<file path="src/rtl/gpu_pkg.sv">
// Shared encodings for the core scheduler and the instruction fetch stage.
package gpu_pkg;

  typedef enum logic [2:0] {
    CoreIdle    = 3'b000,
    CoreFetch   = 3'b001,
    CoreDecode  = 3'b010,
    CoreRequest = 3'b011,
    CoreWait    = 3'b100,
    CoreExecute = 3'b101,
    CoreUpdate  = 3'b110,
    CoreDone    = 3'b111
  } core_state_e;

  typedef enum logic [2:0] {
    FetchIdle     = 3'b000,
    FetchFetching = 3'b001,
    FetchFetched  = 3'b010
  } fetcher_state_e;

endpackage

</file>
<file path="src/rtl/fetch_icache.sv">
// Direct-mapped instruction cache: combinational lookup, registered fill,
// valid bits cleared on synchronous reset.
module fetch_icache #(
  parameter int unsigned AddrBits = 8,
  parameter int unsigned DataBits = 16,
  parameter int unsigned Lines    = 4
) (
  input  logic                clk,
  input  logic                reset,
  input  logic [AddrBits-1:0] lookup_addr,
  output logic                hit,
  output logic [DataBits-1:0] hit_data,
  input  logic                fill_en,
  input  logic [AddrBits-1:0] fill_addr,
  input  logic [DataBits-1:0] fill_data
);

  localparam int unsigned IdxBits = $clog2(Lines);
  localparam int unsigned TagBits = AddrBits - IdxBits;

  logic [Lines-1:0]    valid_q, valid_d;
  logic [TagBits-1:0]  tag_q  [Lines];
  logic [TagBits-1:0]  tag_d  [Lines];
  logic [DataBits-1:0] data_q [Lines];
  logic [DataBits-1:0] data_d [Lines];

  logic [IdxBits-1:0] lookup_idx, fill_idx;

  assign lookup_idx = lookup_addr[IdxBits-1:0];
  assign fill_idx   = fill_addr[IdxBits-1:0];

  assign hit      = valid_q[lookup_idx] && (tag_q[lookup_idx] == lookup_addr[AddrBits-1:IdxBits]);
  assign hit_data = data_q[lookup_idx];

  // A fill always overwrites the indexed line, evicting whatever was there.
  always_comb begin
    valid_d = valid_q;
    tag_d   = tag_q;
    data_d  = data_q;
    if (fill_en) begin
      valid_d[fill_idx] = 1'b1;
      tag_d[fill_idx]   = fill_addr[AddrBits-1:IdxBits];
      data_d[fill_idx]  = fill_data;
    end
  end

  always_ff @(posedge clk) begin
    if (reset) begin
      valid_q <= '0;
    end else begin
      valid_q <= valid_d;
    end
    tag_q  <= tag_d;
    data_q <= data_d;
  end

endmodule

</file>
<file path="src/rtl/instruction_fetcher.sv">
// Instruction fetch stage: valid/ready program-memory read per FETCH, latched
// instruction for decode. Define ICACHE_EN to build the direct-mapped icache.
module instruction_fetcher
  import gpu_pkg::*;
#(
  parameter int unsigned PROGRAM_MEM_ADDR_BITS = 8,
  parameter int unsigned PROGRAM_MEM_DATA_BITS = 16,
  parameter int unsigned ICACHE_LINES          = 4
) (
  input  logic                             clk,
  input  logic                             reset,
  input  logic [2:0]                       core_state,
  input  logic [PROGRAM_MEM_ADDR_BITS-1:0] current_pc,
  output logic                             mem_read_valid,
  output logic [PROGRAM_MEM_ADDR_BITS-1:0] mem_read_address,
  input  logic                             mem_read_ready,
  input  logic [PROGRAM_MEM_DATA_BITS-1:0] mem_read_data,
  output logic [2:0]                       fetcher_state,
  output logic [PROGRAM_MEM_DATA_BITS-1:0] instruction
);

  fetcher_state_e                   state_q, state_d;
  logic                             valid_q, valid_d;
  logic [PROGRAM_MEM_ADDR_BITS-1:0] addr_q, addr_d;
  logic [PROGRAM_MEM_DATA_BITS-1:0] instr_q, instr_d;

  logic                             cache_hit;
  logic [PROGRAM_MEM_DATA_BITS-1:0] cache_data;
  logic                             fill_en;

  assign fill_en = (state_q == FetchFetching) && mem_read_ready;

`ifdef ICACHE_EN
  fetch_icache #(
    .AddrBits (PROGRAM_MEM_ADDR_BITS),
    .DataBits (PROGRAM_MEM_DATA_BITS),
    .Lines    (ICACHE_LINES)
  ) u_icache (
    .clk         (clk),
    .reset       (reset),
    .lookup_addr (current_pc),
    .hit         (cache_hit),
    .hit_data    (cache_data),
    .fill_en     (fill_en),
    .fill_addr   (addr_q),
    .fill_data   (mem_read_data)
  );
`else
  logic unused_cache_cfg;
  assign unused_cache_cfg = (|ICACHE_LINES) ^ fill_en;
  assign cache_hit        = 1'b0;
  assign cache_data       = '0;
`endif

  always_comb begin
    state_d = state_q;
    valid_d = valid_q;
    addr_d  = addr_q;
    instr_d = instr_q;
    unique case (state_q)
      FetchIdle: begin
        if (core_state == CoreFetch) begin
          if (cache_hit) begin
            instr_d = cache_data;
            state_d = FetchFetched;
          end else begin
            valid_d = 1'b1;
            addr_d  = current_pc;
            state_d = FetchFetching;
          end
        end
      end
      FetchFetching: begin
        // Request stays stable until memory answers.
        if (mem_read_ready) begin
          instr_d = mem_read_data;
          valid_d = 1'b0;
          state_d = FetchFetched;
        end
      end
      FetchFetched: begin
        if (core_state == CoreDecode) begin
          state_d = FetchIdle;
        end
      end
      default: state_d = FetchIdle;
    endcase
  end

  always_ff @(posedge clk) begin
    if (reset) begin
      state_q <= FetchIdle;
      valid_q <= 1'b0;
      addr_q  <= '0;
      instr_q <= '0;
    end else begin
      state_q <= state_d;
      valid_q <= valid_d;
      addr_q  <= addr_d;
      instr_q <= instr_d;
    end
  end

  assign fetcher_state    = state_q;
  assign mem_read_valid   = valid_q;
  assign mem_read_address = addr_q;
  assign instruction      = instr_q;

endmodule
</file>
<file path="config.mk">
export PLATFORM = sky130hd
export DESIGN_NAME = instruction_fetcher
export DESIGN_NICKNAME = d
export VERILOG_FILES = /design/src/rtl/gpu_pkg.sv /design/src/rtl/fetch_icache.sv /design/src/rtl/instruction_fetcher.sv
export SDC_FILE = /design/constraint.sdc
export NUM_CORES = 1
export LEC_CHECK = 0
export ABC_AREA = 0
export BUFFER_PORTS_ARGS = -buffer_cell sky130_fd_sc_hd__buf_2
export CORE_ASPECT_RATIO = 2
export CORE_MARGIN = 1
export CORE_UTILIZATION = 39
export DETAILED_ROUTE_END_ITERATION = 12
export PLACE_DENSITY_LB_ADDON = 0.1
export RECOVER_POWER = 100
export SYNTH_ARGS = -nofsm -noshare
export SYNTH_HDL_FRONTEND = slang
export SYNTH_SLANG_ARGS = --single-unit
</file>
<file path="constraint.sdc">
create_clock -name clk -period 1.2 [get_ports clk]
set_input_delay 0.24 -clock clk [delete_from_list [all_inputs] [get_ports clk]]
set_output_delay 0.24 -clock clk [all_outputs]
set_load 0.005 [all_outputs]
</file>
==> flow_summary.html <==
<table>
<tr><th>Metric</th><th>Value</th></tr>
<tr><th colspan="2">Outcome</th></tr>
<tr><td>Result of the run</td><td>finished, final reports clean</td></tr>
<tr><th colspan="2">Finish</th></tr>
<tr><td>Nets@finish</td><td>211</td></tr>
<tr><td>Final instance count without filler cells</td><td>208</td></tr>
<tr><td>Area growth from synthesis to layout</td><td>34.4%</td></tr>
<tr><td>Share of cells above drive strength 1</td><td>0.333</td></tr>
<tr><td>Post-route standard cell area excluding fillers</td><td>1450 sq um</td></tr>
<tr><td>Count of antenna diodes in the layout</td><td>0</td></tr>
<tr><th colspan="2">Synth</th></tr>
<tr><td>Yosys reg bits</td><td>27</td></tr>
<tr><td>Fraction of synthesized cell area taken by the top area cell type</td><td>0.501</td></tr>
<tr><td>Most frequent cell after synthesis</td><td>nand2_1</td></tr>
<tr><td>Cell count after synthesis</td><td>121</td></tr>
<tr><td>Cell types with the highest counts after synthesis</td><td>nand2_1, dfxtp_1, a21oi_1, nand2b_1, mux2i_1</td></tr>
<tr><td>Netlist Area Pre-Place</td><td>1080 sq um</td></tr>
<tr><td>Unique cell type count in the Yosys netlist</td><td>22</td></tr>
<tr><td>Synthesized net count</td><td>151</td></tr>
<tr><td>Fraction of the yosys area taken by sequential cells</td><td>0.501</td></tr>
<tr><td>Post-Syn Area per Cell</td><td>8.92 sq um</td></tr>
<tr><td>Most used flip-flop cell after synthesis</td><td>dfxtp_1</td></tr>
<tr><td>Count of yosys warnings during synthesis</td><td>0</td></tr>
<tr><td>Post-synthesis async set-or-reset flop share</td><td>0</td></tr>
<tr><td>Number of enable-type register cells in the synthesized netlist</td><td>0</td></tr>
<tr><td>Library cell with the largest summed area after synthesis</td><td>dfxtp_1</td></tr>
<tr><td>Cell types with the largest area share after synthesis</td><td>dfxtp_1, nand2_1, nand2b_1</td></tr>
<tr><th colspan="2">Global route</th></tr>
<tr><td>Largest net degree at the start of global routing</td><td>29</td></tr>
<tr><td>First-pass GRT wire length</td><td>4000 um</td></tr>
<tr><td>Vias in the first global route</td><td>944</td></tr>
<tr><td>Initial antenna violation count</td><td>0</td></tr>
<tr><td>Overall fraction of global-route tracks in use</td><td>0.182</td></tr>
<tr><td>Remaining global-route overflow</td><td>0</td></tr>
<tr><th colspan="2">STA</th></tr>
<tr><td>Number of setup violations in the final report</td><td>0</td></tr>
<tr><td>Worst-case clock skew</td><td>0.00340 ns</td></tr>
<tr><td>Crit path time final</td><td>1.15 ns</td></tr>
<tr><td>Worst setup slack after layout</td><td>0.0490 ns</td></tr>
<tr><td>Worst hold-check slack</td><td>0.204 ns</td></tr>
<tr><td>Setup repair after global routing missed its margin</td><td>yes</td></tr>
<tr><td>Max-slew violation count</td><td>0</td></tr>
<tr><td>Peak clock frequency supported by timing</td><td>0.869 GHz</td></tr>
<tr><td>Final Hold Violating Endpoints</td><td>0</td></tr>
<tr><td>Final worst-path cycle share</td><td>0.959</td></tr>
<tr><th colspan="2">Routing</th></tr>
<tr><td>DR WL/cell</td><td>12.4 um</td></tr>
<tr><td>Remaining antenna violation count</td><td>0</td></tr>
<tr><td>Mean number of vias per cell</td><td>4.75</td></tr>
<tr><td>Total number of vias</td><td>989</td></tr>
<tr><td>TritonRoute pass-1 iters</td><td>4</td></tr>
<tr><td>Drt drc</td><td>0</td></tr>
<tr><td>Final Routed Wirelength</td><td>2580 um</td></tr>
<tr><td>Starting DRC count in detailed routing</td><td>17</td></tr>
<tr><th colspan="2">Hold path</th></tr>
<tr><td>Number of cells on the worst hold path</td><td>3</td></tr>
<tr><td>Hold path startpoint</td><td>mem_read_data[9]</td></tr>
<tr><td>Hold WC Path Type</td><td>input pin to flop</td></tr>
<tr><td>Endpoint of the worst hold path</td><td>instruction[9]</td></tr>
<tr><th colspan="2">Critical path</th></tr>
<tr><td>Kind of cell adding the most delay to the critical path</td><td>simple AND/OR/NAND/NOR gates</td></tr>
<tr><td>Worst setup slack for register-to-register paths</td><td>0.05 ns</td></tr>
<tr><td>Critical path fanouts, max</td><td>4</td></tr>
<tr><td>Buf+Inv Stages, Crit Path</td><td>0</td></tr>
<tr><td>Start of the worst register-to-register path</td><td>fetcher_state[1]</td></tr>
<tr><td>Category of the critical setup timing path</td><td>flop to flop</td></tr>
<tr><td>Terminus of the critical flop-to-flop path</td><td>mem_read_address[1]</td></tr>
<tr><td>Setup crit start kind</td><td>flop</td></tr>
<tr><td>Cell at the slowest stage of the critical path</td><td>dfxtp_2</td></tr>
<tr><td>Required time of the worst setup path</td><td>1.40 ns</td></tr>
<tr><td>CP endpoint kind</td><td>flop</td></tr>
<tr><td>Count of cells along the worst register-to-register path</td><td>3</td></tr>
<tr><td>Crit path launch</td><td>fetcher_state[1]</td></tr>
<tr><td>Delay contributed by the slowest stage of the critical path</td><td>0.34 ns</td></tr>
<tr><td>Crit path arrival time</td><td>1.35 ns</td></tr>
<tr><td>Cell Chain, Critical Path</td><td>nor4_4, and2_2, mux2i_1</td></tr>
<tr><th colspan="2">Placement</th></tr>
<tr><td>Detailed placement HPWL</td><td>1800 um</td></tr>
<tr><td>Total placed cells including tap cells</td><td>203</td></tr>
<tr><td>IO buf count</td><td>56</td></tr>
<tr><td>Post-Place Worst Slack</td><td>-0.0416 ns</td></tr>
<tr><td>Placed Area</td><td>1390 sq um</td></tr>
<tr><td>RePlAce Congestion</td><td>0.622</td></tr>
<tr><th colspan="2">Floorplan</th></tr>
<tr><td>Row count</td><td>26</td></tr>
<tr><td>Die outline area</td><td>3000 sq um</td></tr>
<tr><td>Chip height</td><td>76.4 um</td></tr>
<tr><td>Initial core utilization</td><td>0.415</td></tr>
<tr><td>Die W</td><td>39.2 um</td></tr>
<tr><td>Core Box Area</td><td>2600 sq um</td></tr>
<tr><td>Number of I/O pins</td><td>58</td></tr>
<tr><th colspan="2">Power and ir drop</th></tr>
<tr><td>Static Leakage</td><td>0.619 nW</td></tr>
<tr><td>Total power per unit cell area</td><td>1110 nW/um^2</td></tr>
<tr><td>IR drop worst, VDD</td><td>0.885 mV</td></tr>
<tr><th colspan="2">Clock network</th></tr>
<tr><td>Sinks on the clock net</td><td>27</td></tr>
<tr><td>Level count of the clock H-tree</td><td>1</td></tr>
<tr><td>Number of buffers added for setup after CTS</td><td>0</td></tr>
<tr><td>Clk_lat worst skew</td><td>0.26 ns</td></tr>
<tr><td>TritonCTS clock tree</td><td>yes</td></tr>
<tr><td>Hold-fix buffers, CTS</td><td>0</td></tr>
<tr><td>Reg clk slew, reported paths</td><td>0.09 ns</td></tr>
<tr><td>CTS buffer count</td><td>3</td></tr>
<tr><td>Cell at the root of the clock tree</td><td>clkbuf_8</td></tr>
<tr><td>Longest Clk Path Bufs</td><td>2</td></tr>
<tr><th colspan="2">Run</th></tr>
<tr><td>Maximum capacitance violations</td><td>0</td></tr>
</table>
==> layer usage <==
layer  global-route usage  vias to the layer above  routed length, um
met4               0.0517                        0                 21
met3               0.0204                        2                115
li1                     -                      510                  -
met5                    0                        -                  0
met1                0.193                      442                986
met2                0.340                       35               1460
==> where the power goes <==
part | internal, W | leakage (nW) | total (W) | switching [W]
clock | 0.000237 | 0.0228 | 0.000501 | 0.000264
combinational | 0.0000951 | 0.377 | 0.000179 | 0.0000835
sequential | 0.000918 | 0.219 | 0.000931 | 0.0000124
==> state kept, by name, summed over array words and instances, names as in the netlist <==
register and cells:
mem_read_address 8, fetcher_state 2, instruction 16, mem_read_valid 1
==> layout make-up <==
cell class	count	area, sq um
fill	280	1150
multi-input combinational	87	520
tap	28	35.0
clock buffer	4	45.0
sequential	27	543
inverter	1	3.75
timing repair buffer	61	304
==> tightest hold or removal path, cell delays in order <==
cell     delay [ns]
buf_2          0.09
nand2_1        0.04
a21oi_1        0.05
==> stage by stage <==
step	TNS, ns	power (W)	util
floorplan	0	0.00103	-
global placement	0	0.00112	0.536
detailed placement	-0.213	0.00113	0.536
CTS	0	0.00163	0.555
global route	-0.0184	0.00168	0.558
finish	0	0.00161	0.558
==> cells in the final DEF, fill, tap and decap left out, drive strengths merged <==
cell / count
a21oi: 16
a22o: 1
a31oi: 2
and2: 2
and3b: 2
buf: 49
clkbuf: 16
conb: 1
dfxtp: 27
inv: 1
mux2i: 8
nand2: 32
nand2b: 16
nand3b: 1
nor2: 1
nor2b: 1
nor3: 1
nor4: 1
o21a: 1
or3b: 1
==> worst max-delay path by stage <==
stage	endpoint	slack, ns	cells after the start
floorplan	fetcher_state[1]	0.02	5
global placement	mem_read_address[1]	0.02	4
detailed placement	mem_read_address[6]	-0.04	4
CTS	mem_read_address[6]	0.002	3
global route	mem_read_address[6]	-0.01	3
finish	mem_read_address[1]	0.05	3
==> timing repair <==
| action | CTS | global route |
|---|---|---|
| endpoints found under the setup margin | 22 | 27 |
| hold endpoints to repair | 0 | 0 |
| pin swaps | 2 | 2 |
| gates resized for setup | 5 | 4 |
| gates cloned | 1 | 1 |
==> cells by family (layout without fill, tap and decap cells) <==
kind of cell | count (synthesis) | after routing | synth area share
buffers and inverters | 9 | 66 | 0.0579
DFF | 27 | 27 | 0.501
AOI/OAI and AO/OA | 20 | 20 | 0.101
and+or+nand+nor | 56 | 58 | 0.263
other | 1 | 1 | 0.00347
muxes | 8 | 8 | 0.0742
No activity file was read; power rests on OpenSTA's default activity.
